===== src/rtl/lcd_cmd_sched_pkg.sv =====
// ----------------------------------------------------------------------------
// lcd_pkg
// Shared definitions for the LCD command scheduler: default bank geometry,
// command-word field bounds, the packed command layout and the FSM state
// encoding (plain localparam constants so older tools can read them).
// ----------------------------------------------------------------------------
package lcd_pkg;

   // Default bank geometry
   localparam int SLOTS_DEF = 8;
   localparam int SEL_W_DEF = 3;
   localparam int WORD_W    = 24;

   // Command word field bounds {addr, ctrl, data}
   localparam int ADDR_HI = 23;
   localparam int ADDR_LO = 16;
   localparam int CTRL_HI = 15;
   localparam int CTRL_LO = 8;
   localparam int DATA_HI = 7;
   localparam int DATA_LO = 0;

   typedef struct packed {
      logic [ADDR_HI-ADDR_LO:0] addr;
      logic [CTRL_HI-CTRL_LO:0] ctrl;
      logic [DATA_HI-DATA_LO:0] data;
   } lcd_cmd_t;

   // Sequencer states
   localparam logic [2:0] ST_IDLE      = 3'd0;
   localparam logic [2:0] ST_SEL       = 3'd1;
   localparam logic [2:0] ST_SETTLE    = 3'd2;
   localparam logic [2:0] ST_ISSUE     = 3'd3;
   localparam logic [2:0] ST_WAIT_ACK  = 3'd4;
   localparam logic [2:0] ST_WAIT_DONE = 3'd5;
   localparam logic [2:0] ST_FIN       = 3'd6;

   // True in the two handshake states that are guarded by the timeout
   function automatic logic is_wait_state(input logic [2:0] st);
      return (st == ST_WAIT_ACK) || (st == ST_WAIT_DONE);
   endfunction

endpackage


===== src/rtl/lcd_cmd_sched_tmo_cnt.sv =====
// ----------------------------------------------------------------------------
// lcd_tmo_cnt
// Per-wait-state timeout counter.
//   clk        in   system clock
//   rst_n      in   asynchronous active-low reset
//   clr_i      in   force the count back to zero (has priority over en_i)
//   en_i       in   count this cycle
//   expired_o  out  high on the enabled cycle that carries the count to
//                   all-ones, so a wait state lasts at most 2**TMO_W-1 cycles
// ----------------------------------------------------------------------------
module lcd_tmo_cnt
   import lcd_pkg::*;
#(
   parameter int TMO_W = 10
) (
   input  logic clk,
   input  logic rst_n,
   input  logic clr_i,
   input  logic en_i,
   output logic expired_o
);

   // One below all-ones: the count that is about to become all-ones
   localparam logic [TMO_W-1:0] LAST_C = ~TMO_W'(1);

   logic [TMO_W-1:0] cnt_q;
   logic [TMO_W-1:0] cnt_d;

   always_comb begin
      cnt_d = cnt_q;
      if (clr_i) begin
         cnt_d = '0;
      end else if (en_i) begin
         cnt_d = cnt_q + TMO_W'(1);
      end
   end

   assign expired_o = en_i && (cnt_q == LAST_C);

   always_ff @(posedge clk or negedge rst_n) begin
      if (!rst_n) begin
         cnt_q <= '0;
      end else begin
         cnt_q <= cnt_d;
      end
   end

endmodule


===== src/rtl/lcd_cmd_sched.sv =====
// ----------------------------------------------------------------------------
// lcd_cmd_sched
// Sequencer for the LCD command register bank. The host loads command words
// into successive bank slots while idle; on start the slots 0..count-1 are
// replayed to the LCD driver one at a time, each handshaken on the driver's
// busy bit with a per-wait-state timeout. abort returns to idle at any time.
//   clk           in   system clock, rising edge
//   rst_n         in   asynchronous active-low reset
//   wr_en_i       in   host write strobe (idle and not full only)
//   wr_data_i     in   command word for the next free slot
//   clr_i         in   idle only: empty the list, clear error flags
//   start_i       in   idle only: replay the loaded slots
//   abort_i       in   any state: back to idle next cycle
//   lcd_status_i  in   driver status byte, bit BUSY_BIT = executing
//   ctrl_out_o    out  bank write data (bank ctrl_in)
//   sel_in_o      out  bank write slot
//   sel_out_o     out  bank read slot
//   lcd_go_o      out  one-cycle pulse: bank output holds a valid command
//   count_o       out  number of loaded slots, 0..SLOTS
//   busy_o        out  high whenever not idle
//   done_o        out  one-cycle pulse at the end of a replay
//   err_ovf_o     out  sticky: write attempted while full
//   err_tmo_o     out  sticky: handshake timeout
// ----------------------------------------------------------------------------
module lcd_cmd_sched
   import lcd_pkg::*;
#(
   parameter int SLOTS    = SLOTS_DEF,
   parameter int SEL_W    = SEL_W_DEF,
   parameter int BUSY_BIT = 0,
   parameter int TMO_W    = 10
) (
   input  logic              clk,
   input  logic              rst_n,
   input  logic              wr_en_i,
   input  logic [WORD_W-1:0] wr_data_i,
   input  logic              clr_i,
   input  logic              start_i,
   input  logic              abort_i,
   input  logic [7:0]        lcd_status_i,
   output logic [WORD_W-1:0] ctrl_out_o,
   output logic [SEL_W-1:0]  sel_in_o,
   output logic [SEL_W-1:0]  sel_out_o,
   output logic              lcd_go_o,
   output logic [SEL_W:0]    count_o,
   output logic              busy_o,
   output logic              done_o,
   output logic              err_ovf_o,
   output logic              err_tmo_o
);

   localparam logic [SEL_W:0] FULL_C = (SEL_W+1)'(SLOTS);

   logic [2:0]       state_q,   state_d;
   logic [SEL_W-1:0] wr_ptr_q,  wr_ptr_d;
   logic [SEL_W:0]   count_q,   count_d;
   logic [SEL_W-1:0] idx_q,     idx_d;
   logic [SEL_W-1:0] sel_in_q,  sel_in_d;
   logic [SEL_W-1:0] sel_out_q, sel_out_d;
   lcd_cmd_t         ctrl_q,    ctrl_d;
   logic             err_ovf_q, err_ovf_d;
   logic             err_tmo_q, err_tmo_d;

   logic drv_busy;
   logic last_cmd;
   logic tmo_clr;
   logic tmo_en;
   logic tmo_exp;
   logic status_unused;

   assign drv_busy      = lcd_status_i[BUSY_BIT];
   assign status_unused = ^lcd_status_i;
   assign last_cmd      = ({1'b0, idx_q} == (count_q - (SEL_W+1)'(1)));

   // The timer restarts on every state change, which covers entry into
   // each wait state (including WAIT_ACK -> WAIT_DONE).
   assign tmo_clr = (state_d != state_q);
   assign tmo_en  = is_wait_state(state_q);

   lcd_tmo_cnt #(
      .TMO_W (TMO_W)
   ) u_tmo (
      .clk       (clk),
      .rst_n     (rst_n),
      .clr_i     (tmo_clr),
      .en_i      (tmo_en),
      .expired_o (tmo_exp)
   );

   always_comb begin
      state_d   = state_q;
      wr_ptr_d  = wr_ptr_q;
      count_d   = count_q;
      idx_d     = idx_q;
      sel_in_d  = sel_in_q;
      sel_out_d = sel_out_q;
      ctrl_d    = ctrl_q;
      err_ovf_d = err_ovf_q;
      err_tmo_d = err_tmo_q;

      if (abort_i) begin
         // Abort wins over everything, including idle-state commands
         state_d = ST_IDLE;
      end else begin
         case (state_q)
            ST_IDLE: begin
               if (clr_i) begin
                  count_d   = '0;
                  wr_ptr_d  = '0;
                  err_ovf_d = 1'b0;
                  err_tmo_d = 1'b0;
               end else if (start_i) begin
                  if (count_q != '0) begin
                     state_d = ST_SEL;
                     idx_d   = '0;
                  end else begin
                     state_d = ST_FIN;
                  end
               end else if (wr_en_i) begin
                  if (count_q < FULL_C) begin
                     // Bank write port sees the new word and slot together
                     ctrl_d   = lcd_cmd_t'(wr_data_i);
                     sel_in_d = wr_ptr_q;
                     wr_ptr_d = wr_ptr_q + SEL_W'(1);
                     count_d  = count_q + (SEL_W+1)'(1);
                  end else begin
                     err_ovf_d = 1'b1;
                  end
               end
            end
            ST_SEL: begin
               sel_out_d = idx_q;
               state_d   = ST_SETTLE;
            end
            ST_SETTLE: begin
               // Bank read register captures slot[sel_out] this cycle
               state_d = ST_ISSUE;
            end
            ST_ISSUE: begin
               state_d = ST_WAIT_ACK;
            end
            ST_WAIT_ACK: begin
               if (drv_busy) begin
                  state_d = ST_WAIT_DONE;
               end else if (tmo_exp) begin
                  err_tmo_d = 1'b1;
                  state_d   = ST_FIN;
               end
            end
            ST_WAIT_DONE: begin
               if (!drv_busy) begin
                  if (last_cmd) begin
                     state_d = ST_FIN;
                  end else begin
                     idx_d   = idx_q + SEL_W'(1);
                     state_d = ST_SEL;
                  end
               end else if (tmo_exp) begin
                  err_tmo_d = 1'b1;
                  state_d   = ST_FIN;
               end
            end
            ST_FIN: begin
               state_d = ST_IDLE;
            end
            default: begin
               state_d = ST_IDLE;
            end
         endcase
      end
   end

   always_ff @(posedge clk or negedge rst_n) begin
      if (!rst_n) begin
         state_q   <= ST_IDLE;
         wr_ptr_q  <= '0;
         count_q   <= '0;
         idx_q     <= '0;
         sel_in_q  <= '0;
         sel_out_q <= '0;
         ctrl_q    <= '0;
         err_ovf_q <= 1'b0;
         err_tmo_q <= 1'b0;
      end else begin
         state_q   <= state_d;
         wr_ptr_q  <= wr_ptr_d;
         count_q   <= count_d;
         idx_q     <= idx_d;
         sel_in_q  <= sel_in_d;
         sel_out_q <= sel_out_d;
         ctrl_q    <= ctrl_d;
         err_ovf_q <= err_ovf_d;
         err_tmo_q <= err_tmo_d;
      end
   end

   assign ctrl_out_o = ctrl_q;
   assign sel_in_o   = sel_in_q;
   assign sel_out_o  = sel_out_q;
   assign count_o    = count_q;
   assign err_ovf_o  = err_ovf_q;
   assign err_tmo_o  = err_tmo_q;
   assign lcd_go_o   = (state_q == ST_ISSUE);
   assign done_o     = (state_q == ST_FIN);
   assign busy_o     = (state_q != ST_IDLE);

endmodule


===== config.mk =====
export PLATFORM = sky130hd
export DESIGN_NAME = lcd_cmd_sched
export DESIGN_NICKNAME = d
export VERILOG_FILES = /design/src/rtl/lcd_cmd_sched_pkg.sv /design/src/rtl/lcd_cmd_sched_tmo_cnt.sv /design/src/rtl/lcd_cmd_sched.sv
export SDC_FILE = /design/constraint.sdc
export NUM_CORES = 1
export LEC_CHECK = 0
export BUFFER_PORTS_ARGS = -buffer_cell sky130_fd_sc_hd__buf_2
export CAP_MARGIN = 20
export CORE_UTILIZATION = 25
export DETAILED_ROUTE_END_ITERATION = 7
export PLACE_DENSITY = 0.46
export SLEW_MARGIN = 30
export SYNTH_ARGS = -nofsm -noshare
export SYNTH_HDL_FRONTEND = slang
export SYNTH_SLANG_ARGS = --single-unit

===== constraint.sdc =====
create_clock -name clk -period 3.2 [get_ports clk]
set_input_delay 0.48 -clock clk [delete_from_list [all_inputs] [get_ports clk]]
set_output_delay 0.48 -clock clk [all_outputs]
set_load 0.02 [all_outputs]

# Word-level counts from Yosys, hierarchy flattened
# Cells that the tools add are included.
[totals] n_memories=0 mem_bits_ro=0 ram_bits=0 regBits=55 latch_bits=0
[op_classes] multipliers=0 n_bitwise=3 shift=0 reduce_logical=16 muxes=34 addsub=5 order_cmp=1 div_mod_pow=0 n_eq_ne=19
[ops] cell="2-to-1 mux 3 bit" n=17
[ops] cell="2-to-1 mux 10 bit" n=2
[ops] cell="inequality test 2 bit (second input constant)" n=10
[ops] cell="one-hot mux 3 bit (6 select lines)" n=1
[ops] cell="2-to-1 mux 4 bit" n=4
[ops] cell="AND reduction 5 bit" n=3
[ops] cell="adder 10 x 1 -> 10 bit (second input constant)" n=1
[ops] cell="equality test 10 bit (second input constant)" n=1
[ops] cell="equality test 3 bit (second input constant)" n=3
[ops] cell="2-to-1 mux 1 bit" n=8
[ops] cell="nonzero test 2 bit" n=4
[ops] cell="AND reduction 7 bit" n=1
[ops] cell="adder 3 x 1 -> 3 bit (second input constant)" n=2
[ops] cell="equality test 3 x 2 -> 1 bit (second input constant)" n=2
[ops] cell="one-hot mux 3 bit (2 select lines)" n=1
[ops] cell="AND reduction 6 bit" n=1
[ops] cell="nonzero test 3 bit" n=2
[ops] cell="adder 4 x 1 -> 4 bit (second input constant)" n=1
[ops] cell="equality test 3 x 4 -> 1 bit" n=1
[ops] cell="less-than comparator 4 bit (second input constant)" n=1
[ops] cell="nonzero test 4 bit" n=1
[ops] cell="subtractor 4 x 1 -> 4 bit (second input constant)" n=1
[ops] cell="equality test 3 x 1 -> 1 bit (second input constant)" n=1
[ops] cell="logical NOT 3 bit" n=1
[ops] cell="other kinds (6)" n=8

# Longest topological paths before layout
# Gate-level depths: netlist (run 1).
[depth] word_depth=9 ltp_mapped=8 mapped_depth_nobuf=7

# Modules after synthesis
# From an unflattened synthesis (run 1), not the netlist that was laid out.
[unflattened] hier_cells=241 hier_area_um2=2840.2
[modules_own_cells] mod="lcd_cmd_sched" area_each_um2=2316.0 instances=1 cells_each=189
[modules_own_cells] mod="lcd_tmo_cnt" area_each_um2=524.3 instances=1 cells_each=52

# Least setup slack after synthesis (run 1)
# Ideal clock, no wire load.
[synth_timing] path_type="register -> register" start="register count_q[0] (netlist: count_o[0])" end="register u_tmo.cnt_q[0]" setup_time_ns=0.132 stages_incl_launch_ff=8 n_path_buf=0 slack_ns=0.907 arrival_ns=2.161 cell_sequence="dfrtp_1 -> inv_1 -> ha_1 -> xor2_1 -> or4_4 -> a311o_1 -> o2111ai_4 -> nor2_1"
[synth_via] elab_chain_len=8 elab_cells_between_ends=13 cone_classes="1 x add/sub; 2 x eq/ne; 8 x mux; 2 x reduce/logical"
[synth_lines] item="from (decl)" line="lcd_cmd_sched.sv:56" source="logic [SEL_W:0] count_q, count_d;"
[synth_lines] item="from (signal assigned)" line="lcd_cmd_sched.sv:187" source="count_q <= count_d;"
[synth_lines] item="subtractor 4 x 1 -> 4 bit or nonzero test 4 bit (tied branches)" line="lcd_cmd_sched.sv:73, lcd_cmd_sched.sv:113"
[synth_lines] item="equality test 3 x 4 -> 1 bit or 2-to-1 mux 3 bit (tied branches)" line="lcd_cmd_sched.sv:73, lcd_cmd_sched.sv:113"
[synth_lines] item="2-to-1 mux 3 bit, on equally long branches" line="lcd_cmd_sched.sv:152, lcd_cmd_sched.sv:112"
[synth_lines] item="2-to-1 mux 3 bit, on equally long branches" line="lcd_cmd_sched.sv:151, lcd_cmd_sched.sv:107"
[synth_lines] item="one-hot mux 3 bit (6 select lines) *" line="lcd_cmd_sched.sv:105" source="case (state_q)"
[synth_lines] item="2-to-1 mux 3 bit *" line="lcd_cmd_sched.sv:101" source="if (abort_i) begin"
[synth_lines] item="inequality test 3 bit *" line="lcd_cmd_sched.sv:77" source="assign tmo_clr = (state_d != state_q);"
[synth_lines] item="2-to-1 mux 10 bit or nonzero test 2 bit (tied branches)"
[synth_lines] item="to (signal assigned)" line="lcd_cmd_sched_tmo_cnt.sv:44" source="cnt_q <= cnt_d;"
[synth_lines] item="to (decl)" line="lcd_cmd_sched_tmo_cnt.sv:26" source="logic [TMO_W-1:0] cnt_q;"
# Mark *: on every way between the ends. The rest lies on a longest branch, timed or not.
# A chain may end at the register's enable or synchronous reset.

# Worst setup path after layout (run 1)
# Same ends and word-level chain as after synthesis.

==> results by stage, run 1 <==
Status:
- The run finished with clean final reports.

Detailed routing:
- The number of remaining DRC errors is 0.
- The first detailed-routing pass ran for 4 iterations.
- For this block, the initial DRC count from the detailed router was 93.
- Signal routing reaches up to met4.
- The count of nets left with antenna violations once routing finished came out at 0.
- For this block, the routed nets add up to around 6200 µm of wire.
- After detailed routing, the number of vias per cell comes to between 4 and 5.
- For this block, wires on met1 add up to 2950 µm.
- After detailed routing, the average wire length per cell comes to around 13 µm.
- The total number of vias is around 2100.
- The detailed-routed wire length on met3 is 166 µm.
- The total met2 wirelength after detailed routing is approximately 3000 µm.

Clock tree:
- The maximum clock insertion buffer count is 2.
- Clock latency on the worst-skew pair, taken at its later pin, is a little over 0.3 ns.
- The post-cts hold buffer count is 0.
- In this run, CTS created clock tree buffers numbering 5.
- TritonCTS built the clock tree.
- The tree built by TritonCTS fans out to 55 sinks.
- The number of buffers added for setup after CTS is 0.
- Gates resized during post-CTS repair numbered 0.
- The buffer type at the clock tree root is clkbuf_8.
- In this run the number of H-tree levels came out at 2.
- The clock transition time at the flip-flop clock pins of the worst setup and hold paths is around 0.11 ns.

Power:
- Summed over all cells, the static leakage comes to 1.55 nW.
- The largest voltage drop on the vdd net is between 300 and 400 µV.
- In this run the power spent charging and discharging nets is between 1 and 1.5 mW.
- The internal portion of total power is roughly 1.6 mW.
- Of the total power, the clock network draws 0.142.
- The share of total power dissipated in sequential elements is 0.396.
- Of the total power, combinational logic draws 0.462.
- The switching share of total power is 0.424.
- The power per cell area is approximately 840 nW/µm².

STA:
- The final max-slew violation count is 0.
- The fraction of the cycle the final worst path needs is 0.741.
- Setup repair after global routing left no endpoint under its margin.
- Final hold analysis gives a worst-case slack of about 0.18 ns.
- The final sum of negative setup slack is 0 ns.
- At the pin with the least slew margin, the transition time is a little under 0.7 ns.
- The clock arrives with between 0.01 and 0.015 ns of skew.
- Setup violations remaining at the end of the flow were counted as 0.
- The final number of hold-violating endpoints came to 0.
- The worst slew slack as a fraction of its limit is 0.545.
- Timing would allow up to 421 MHz.
- The final critical delay including setup and external delays is between 2 and 2.5 ns.

Synth:
- The fraction of synthesis flops using an asynchronous set or reset pin is 1.00.
- Synthesis instantiated between 50 and 60 different standard cells from the library.
- The count of mapped cells out of synthesis is 249.
- Yosys printed 0 warnings.
- In this run, synthesis inferred 0 flip-flops with an integrated enable.
- The share of the Yosys chip area taken by registers is 0.497.
- Each instance of the synthesized netlist takes up on average about 11 µm².
- After synthesis the cells add up to about 2800 µm².
- In the synthesized netlist the dominant register cell turns out to be dfrtp_1.
- Synthesis inferred 55 register bits.
- The synthesized netlist net count is 294.

Critical path:
- The critical path required time is between 3 and 4 ns.
- Along the worst path, the maximum fanout reaches 10.
- STA puts the critical path data arrival time at approximately 2.6 ns.
- The capturing element type of the critical path is a flip-flop.
- The type of origin of the critical path is a flip-flop.
- The critical path in this run is classified as flip-flop to flip-flop.

Floorplan:
- The I/O pin count is 77.
- The starting density of the core is 0.256.
- The placeable core area is around 11000 µm².
- The number of core rows is 38.
- The die is roughly 110 µm wide.
- The die covers 11500 µm².
- From bottom edge to top edge, the die measures 107 µm.

Flow run:
- Max-cap violations in this run came to 0.

Cells and area:
- The ratio of cells with drive above 1 in the final layout is 0.389.
- The diode insertion count for antenna repair is 0.
- The layout overhead on the synthesized area is 21.8%.
- After the last flow step, the layout net total stands at approximately 370.

GRT:
- The first global-routing pass estimated roughly 10000 µm of wire.
- In the global route stage, overall resource usage came out at 0.110.
- After global routing the overflow that remains totals 0.
- Entering global routing, the biggest net connects 32 pins.
- The number of antenna violations at the first check in global routing is 0.
- The number of global-route vias before repair is a little over 2000.

Place:
- The final weighted congestion of routability-driven global placement is between 0.7 and 0.8.
- The count of buffers added on input and output ports is 69.
- The placed wire-length estimate after detailed placement is ~4500 µm.

Min path:
- The classification of the worst-slack hold path is input port to async pin.
==> per-stage QoR <==
step | instance area (µm²) | cells | util | setup slack, ns | power [mW]
after global placement | 3280 | 453 | 0.303 | 0.872 | 2.46
after global routing | 3370 | 461 | 0.311 | 0.676 | 3.07
after floorplan | 2770 | 249 | - | 0.907 | 2.06
after CTS | 3370 | 461 | 0.311 | 0.812 | 2.89
after detailed placement | 3280 | 453 | 0.303 | 0.848 | 2.48
final | 3370 | 461 | 0.311 | 0.827 | 2.85
==> kinds of logic after synthesis <==
logic type               share of synthesized area
multiplexers                                 0.126
AO/OA/AOI/OAI                                0.112
AND/OR/NAND/NOR                              0.151
flip-flops                                   0.497
buffers and inverters                       0.0357
adder cells (fa/ha/maj)                     0.0316
XOR/XNOR                                    0.0474
==> flip-flops by register name (all words and copies together), names as in the netlist <==
signal and cells:
ctrl_out_o 24, state_q 3, idx_q 3, u_tmo.cnt_q 10, err_ovf_o 1, sel_out_o 3, sel_in_o 3, count_o 4
err_tmo_o 1, wr_ptr_q 3
==> power groups by stage <==
stage / Sequential [mW] / Clock [mW] / Combinational, mW
after detailed placement: 1.15 / 0 / 1.33
after global routing: 1.18 / 0.455 / 1.44
final: 1.13 / 0.405 / 1.31
after floorplan: 1.34 / 0 / 0.717
after CTS: 1.13 / 0.426 / 1.34
after global placement: 1.14 / 0 / 1.32
==> critical path: stages, from the launching register on <==
cell       delay [ns]
dfrtp_1          0.51
inv_1            0.11
ha_1             0.25
xor2_1           0.17
or4_4            0.51
a311o_1          0.41
o2111ai_4        0.18
nor2_1           0.10
==> cell usage after synthesis, types with 4 or more instances <==
| cell | instances | area (µm²) |
|---|---|---|
| ha_1 | 7 | 87.6 |
| and3_1 | 4 | 25.0 |
| nor2_1 | 22 | 82.6 |
| a21oi_1 | 10 | 50.1 |
| xor2_1 | 8 | 70.1 |
| inv_1 | 10 | 37.5 |
| nand2b_1 | 5 | 31.3 |
| xnor2_1 | 7 | 61.3 |
| mux2_2 | 31 | 349 |
| dfrtp_1 | 55 | 1380 |
| nand4_1 | 6 | 37.5 |
| o21ai_0 | 7 | 35.0 |
| buf_2 | 7 | 35.0 |
| nand2_1 | 19 | 71.3 |
==> path summary, 6_finish.rpt <==
path / from / end / slack, ns / cells after the start
setup / recovery: count_o[0]$_DFFE_PN0P_ / u_tmo.cnt_q[0]$_DFFE_PN0P_ / 0.83 / 7
max in group asynchronous: rst_n / idx_q[2]$_DFFE_PN0P_ / 2.19 / 2
hold / removal: rst_n / ctrl_out_o[20]$_DFFE_PN0P_ / 0.18 / 1
hold reg to reg: sel_in_o[2]$_DFFE_PN0P_ / sel_in_o[2]$_DFFE_PN0P_ / 0.51 / 1
setup reg to reg: count_o[0]$_DFFE_PN0P_ / u_tmo.cnt_q[0]$_DFFE_PN0P_ / 0.83 / 7
min in group clk: wr_data_i[21] / ctrl_out_o[21]$_DFFE_PN0P_ / 0.38 / 2
==> placed cells by master (no fill, tap or decap), drive strengths merged, types with 2 or more instances in the layout <==
cell,instances
clkbuf,5
or3,2
nand2b,5
inv,10
a21oi,10
mux2,31
or4,2
nor3b,3
ha,7
buf,75
xor2,8
o21ai,7
or2,3
clkinv,2
and3,4
or3b,3
nand2,19
nand4,6
a31oi,3
a41oi,3
a211oi,4
dfrtp,55
xnor2,7
o2111ai,2
nor3,4
nor2,22
==> area by class of cell <==
type                            instances  area, µm²
Timing Repair Buffer                   75        390
Tap cell                              140        175
Clock buffer                            5       68.8
Inverter                               10       37.5
Sequential cell                        55       1380
Fill cell                            1154       7470
Clock inverter                          3       25.0
Multi-Input combinational cell        173       1300
==> layer usage <==
layer  up-vias  GRT usage
met4         0     0.0264
li1       1028          -
met2        39      0.186
met3         4     0.0194
met1      1040      0.147
met5         -          0
Note: power is estimated with default switching activity, not from simulation.
==> inputs of run 2 (changes only) <==
clock period = 2.3 ns   (was 3.2 ns; I/O delays follow)
==> results by stage, run 2 (same netlist as run 1, synthesis figures left out) <==
Status:
- The run finished with clean final reports.

Floorplan:
- The starting density of the core is 0.256.
- The overall die height is about 110 µm.
- The area enclosed by the die boundary is ~12000 µm².
- The I/O pin count is 77.
- The die is approximately 110 µm wide.
- The initialized floorplan defines 38 standard-cell rows.
- The floorplan step defined a core boundary enclosing 10800 µm².

Critical path:
- In this design, the stage delay of the slowest critical-path cell is 0.51 ns.
- The worst setup path is launched from a flip-flop.
- The worst path buffer plus inverter count is 1.
- The signal on the critical path passes through inv_1, ha_1, xor2_1, or4_4, a311o_1, o2111ai_4, nor2_1.
- The critical setup path kind is flip-flop to flip-flop.
- The slowest stage of the critical path belongs to the cell or4_4.
- In this design, the largest share of critical-path delay is due to simple AND/OR/NAND/NOR gates.
- The top fanout value on the critical path is 10.
- At the worst endpoint, the required time is 2.49 ns.
- Data arrives at the worst endpoint at around 2.3 ns.
- STA classifies the critical path endpoint as a flip-flop.

Flow run:
- The number of maximum-capacitance constraint violations is 0.

Min path:
- The min-delay analysis places its worst path in the category input port to async pin.

Cells and area:
- In the layout the commonest cells are 69 x buf_2, 55 x dfrtp_1, 31 x mux2_2, 22 x nor2_1, 19 x nand2_1.
- The total number of nets in the final design is around 370.
- Leaving out filler cells and counting taps, the final layout contains about 470.
- The number of flip-flops under the largest register name is 24.
- The layout overhead on the synthesized area is 23.5%.
- The library cell used most frequently in the layout, excluding fill and tap cells, is buf_2.
- The diode insertion count for antenna repair is 0.
- The ratio of cells with drive above 1 in the final layout is 0.397.

Detailed routing:
- The mean number of vias per cell is approximately 4.6.
- The average wire per cell in the routed design is between 10 and 15 µm.
- The count of nets left with antenna violations after detail routing is 0.
- The number of DRC violations after detailed-routing iteration 0 is 99.
- The total number of vias is 2126.
- The sum of routed wire length over all layers is 6240 µm.
- The pre-antenna-repair detailed-routing pass consisted of 6 iterations.
- For this run, design rule violations remaining after detail routing come to 0.

Power:
- The largest voltage drop on the vdd net is approximately 350 µV.
- Of the total power, the clock network draws 0.143.
- The leakage power figure is ~1.6 nW.
- Power spread over the standard cell area amounts to roughly 1200 nW/µm².
- Internal power comes to approximately 2.3 mW.
- The switching share of total power is 0.421.
- The sequential power share is 0.391.
- The analysis attributes to net switching a power of around 1.7 mW.
- Of the total power, combinational logic draws 0.466.

Clock tree:
- The post-cts hold buffer count is 0.
- For this design, the sink count on the clock tree is 55.
- The clock latency at the later pin of the worst-skew pair is 0.31 ns.
- No sink is reached through more buffers than the 2 on the longest clock path.
- TritonCTS built the clock tree.
- Buffers added to address setup during post-CTS repair amount to 0.
- The buffer type at the clock tree root is clkbuf_8.
- Clock tree synthesis inserted a total of 5 buffers.
- The maximum level of the CTS H-tree is 2.
- The clock transition time at the flip-flop clock pins of the worst setup and hold paths is ~0.11 ns.
- After clock tree synthesis, the repair step resized 0 gates.

STA:
- For the final routed database, the setup TNS stands at 0 ns.
- Setup repair after global routing left no endpoint under its margin.
- The worst hold slack is 0.147 ns.
- Across the routed clock network, the largest skew measured is 0.00890 ns.
- The final max-slew violation count is 0.
- At the pin with the least slew margin, the transition time is around 0.70 ns.
- The final number of hold-violating endpoints is 0.
- Setup violations remaining at the end of the flow were counted as 0.
- Of the available clock period, the critical path in the final layout requires 0.935.
- The worst slew slack as a fraction of its limit is 0.531.
- The maximum achievable frequency is about 460 MHz.
- The final critical delay including setup and external delays is ~2.2 ns.

GRT:
- The number of global-route vias before repair is ~2000.
- The total overflow left after global routing is 0.
- The wire length of the first global-routing pass is 10400 µm.
- The number of antenna violations at the first check in global routing is 0.
- Entering global routing, the biggest net connects between 50 and 60 pins.
- The combined global-route utilization of all metal layers is 0.114.

Place:
- In this run the tool buffered the top-level ports with slightly below 70 buffer cells.
- The number of cells in the design after placement is around 460.
- The placed wire-length estimate after detailed placement is about 4500 µm.
- The final weighted congestion of routability-driven global placement is between 0.7 and 0.8.
==> run 2: changes by cell type in the layout (fill, tap and decap cells not counted) <==
cell        before  now
inv_8            0    1
buf_12           0    1
clkinvlp_4       1    0
buf_4            6    9
==> run 2: worst paths after layout <==
| path | start | endpoint | slack [ns] | depth (start not counted) |
|---|---|---|---|---|
| worst max-delay path | count_o[0]$_DFFE_PN0P_ | u_tmo.cnt_q[3]$_DFFE_PN0P_ | 0.15 | 7 |
| worst min-delay path | rst_n | ctrl_out_o[18]$_DFFE_PN0P_ | 0.15 | 2 |
| worst max register to register | count_o[0]$_DFFE_PN0P_ | u_tmo.cnt_q[3]$_DFFE_PN0P_ | 0.15 | 7 |
| worst min register to register | ctrl_out_o[21]$_DFFE_PN0P_ | ctrl_out_o[21]$_DFFE_PN0P_ | 0.51 | 1 |
| max in group asynchronous | rst_n | u_tmo.cnt_q[9]$_DFFE_PN0P_ | 1.68 | 2 |
| min in group clk | wr_data_i[4] | ctrl_out_o[4]$_DFFE_PN0P_ | 0.25 | 2 |
==> run 2: metal layers <==
layer,wire [µm],track usage,vias to the layer above
met3,163,0.0242,5
li1,-,-,1037
met2,3170,0.186,28
met1,2860,0.151,1056
met5,0,0,-
met4,50,0.0333,0
==> run 2: final cells by class <==
class	instances	area, µm²
Tap cell	140	175
Multi-Input combinational cell	173	1300
Sequential cell	55	1380
Clock inverter	3	28.8
Timing Repair Buffer	79	433
Fill cell	1151	7420
Inverter	10	37.5
Clock buffer	5	68.8
==> run 2: per-stage QoR <==
| step | power [mW] | area, µm² | utilization | setup WS (ns) |
|---|---|---|---|---|
| after floorplan | 2.87 | 2770 | - | 0.00726 |
| after global placement | 3.48 | 3320 | 0.307 | 0.169 |
| after detailed placement | 3.50 | 3320 | 0.307 | 0.162 |
| after CTS | 4.10 | 3420 | 0.316 | 0.126 |
| after global routing | 4.35 | 3420 | 0.316 | 0.00794 |
| final | 4.03 | 3420 | 0.316 | 0.149 |
==> run 2: power by group through the flow <==
stage                     clock (mW)  sequential [mW]  combinational [mW]
after floorplan                    0             1.87               0.997
after global placement             0             1.58                1.90
after detailed placement           0             1.60                1.90
after CTS                      0.612             1.58                1.91
after global routing           0.645             1.64                2.06
final                          0.575             1.57                1.88
==> inputs of run 3 (changes only) <==
BUFFER_PORTS_ARGS = -buffer_cell sky130_fd_sc_hd__clkbuf_2   (was -buffer_cell sky130_fd_sc_hd__buf_2)
==> results by stage, run 3 (same netlist as run 1, synthesis figures left out) <==
STA:
- The final max-slew violation count is 0.
- The final critical delay including setup and external delays is between 2 and 2.5 ns.
- The final number of hold-violating endpoints is 0.
- The fraction of the cycle the final worst path needs is 0.935.
- Setup repair after global routing left no endpoint under its margin.
- The final sum of negative setup slack is 0 ns.
- Measured against its own limit, the worst slew margin works out to 0.569.
- The worst hold slack is roughly 0.029 ns.
- Setup violations remaining at the end of the flow were counted as 0.
- Derived from the worst setup path, the maximum achievable clock frequency is around 470 MHz.
- At the pin with the least slew margin, the transition time is roughly 0.65 ns.
- The setup skew after layout is between 0.008 and 0.009 ns.

Floorplan:
- The number of core rows is 38.
- The I/O pin count is 77.
- The placeable core area is about 11000 µm².
- The initial utilization of the core area, before any placement, comes to 0.256.
- The overall die height is approximately 110 µm.
- From left edge to right edge, the die measures between 100 and 150 µm.
- The die covers ~12000 µm².

Critical path:
- The setup path with the least slack is of type flip-flop to flip-flop.
- The worst setup path is captured at a flip-flop.
- The data arrival time at the worst-slack endpoint is between 2 and 2.5 ns.
- In this run the worst path has a maximum fanout of 10.
- The critical path required time is approximately 2.5 ns.
- The type of origin of the critical path is a flip-flop.

Detailed routing:
- The count of nets left with antenna violations after detail routing is 0.
- Summing over every cut layer, the via total after detailed routing is 2150.
- The number of DRC violations after detailed-routing iteration 0 is 66.
- The final layout contains routed wiring with a total length of 6370 µm.
- The detailed-router iteration count before antenna repair is 4.
- After detailed routing, the average wire length per cell comes to 13.6 µm.
- The number of remaining DRC errors is 0.
- In the routed layout, each cell is associated on average with a via count of between 4 and 5.

Cells and area:
- The finished cells cover around 3400 µm².
- The final layout contains between 300 and 400 nets.
- 0 antenna diodes ended up in the layout.
- In the layout the commonest cells are 69 x clkbuf_2, 55 x dfrtp_1, 31 x mux2_2, 22 x nor2_1, 19 x nand2_1.
- Summing all multi-input logic gate instances after layout gives around 1300 µm².
- From synthesis to final layout, the design area changed by 23.8%.
- The register with the most flip-flops in the layout has 24 of them.
- Of the cells placed in the final design, the portion with a size suffix greater than 1 is 0.401.
- After filler insertion, the fill cell instance count of the layout stands at between 1000 and 1500.
- In the final layout, flip-flops and latches occupy about 1400 µm².
- Once layout is complete, the utilization of the core stands at 0.316.
- Leaving out fill and tap cells, the most frequent cell in the layout is clkbuf_2.

Clock tree:
- Post-CTS repair changed the size of 0 cells.
- The maximum clock insertion buffer count is 2.
- The number of setup buffers added after CTS is 0.
- Hold repair after CTS inserted 0 buffers.
- TritonCTS built the clock tree.
- After clock tree synthesis, the clock-pin slew on the worst setup and hold paths is around 0.11 ns.
- For the worst-skew pair, the clock arrives at the later sink with an insertion delay of 0.32 ns.
- The H-tree generated during clock tree synthesis spans 2 levels.
- The clock buffer count from CTS is 5.
- The total clock sinks is 55.
- The buffer type at the clock tree root is clkbuf_8.

GRT:
- The first global-routing pass estimated 10200 µm of wire.
- For this run, the total global-route usage over all layers was measured as 0.114.
- The number of antenna violations at the first check in global routing is 0.
- After global routing the overflow that remains totals 0.
- The number of global-route vias before repair came to around 2000.
- Entering global routing, the biggest net connects 26 pins.

Power:
- The total power after layout is around 4.0 mW.
- For this design the ratio of total power to cell area is between 1000 and 1500 nW/µm².
- The leakage power figure is 1.59 nW.
- The largest voltage drop on the vdd net is about 430 µV.

Status:
- The flow ran to the end, and the final reports show no timing, DRC or antenna violations.

Place:
- In this run the tool buffered the top-level ports with around 70 buffer cells.
- The area of placed instances is roughly 3300 µm².
- The final weighted congestion of routability-driven global placement is 0.755.
- The HPWL after detailed placement is approximately 4800 µm.

Min path:
- The classification of the worst-slack hold path is input port to async pin.

Flow run:
- The number of maximum-capacitance constraint violations is 0.
==> run 3: per-stage QoR <==
stage	cells	worst slack, ns
finish	467	0.151
floorplan	249	0.00726
global placement	459	0.175
global route	467	0.00151
detailed placement	459	0.153
CTS	467	0.126
==> run 3: final cells by class <==
type,count,area share
well taps,140,0.0511
repair buffers,81,0.131
inverters,10,0.0109
flip-flops and latches,55,0.401
multi-input cells,173,0.379
clock inverters,3,0.00657
clock buffers,5,0.0201
==> run 3: critical path: stages (launching register included) <==
cell and delay [ns]:
dfrtp_1 0.39, inv_1 0.08, ha_1 0.19, or3b_2 0.47
a2111oi_0 0.41, a211oi_1 0.14, o2111ai_4 0.22, nor2_1 0.10
==> run 3: report_power, final <==
| group | internal (mW) | switching (mW) |
|---|---|---|
| combinational | 0.791 | 1.10 |
| sequential | 1.31 | 0.274 |
| clock | 0.220 | 0.352 |
| total | 2.32 | 1.72 |
==> run 3: final timing paths <==
kind | start | endpoint | slack (ns) | cells past startpoint
setup / recovery | count_o[1]$_DFFE_PN0P_ | u_tmo.cnt_q[9]$_DFFE_PN0P_ | 0.15 | 7
hold / removal | rst_n | ctrl_out_o[18]$_DFFE_PN0P_ | 0.03 | 1
setup reg to reg | count_o[1]$_DFFE_PN0P_ | u_tmo.cnt_q[9]$_DFFE_PN0P_ | 0.15 | 7
hold reg to reg | ctrl_out_o[10]$_DFFE_PN0P_ | ctrl_out_o[10]$_DFFE_PN0P_ | 0.52 | 1
max in group asynchronous | rst_n | idx_q[0]$_DFFE_PN0P_ | 1.59 | 2
min in group clk | wr_data_i[14] | ctrl_out_o[14]$_DFFE_PN0P_ | 0.24 | 2
==> run 3: metal layers <==
layer  vias up  share of wire  wire length [µm]  GRT usage
li1       1036              -                 -          -
met1      1071           0.47              2990      0.153
met2        35           0.50              3150      0.185
met3         8          0.022               142     0.0188
met4         0          0.013                82     0.0382
met5         -              0                 0          0
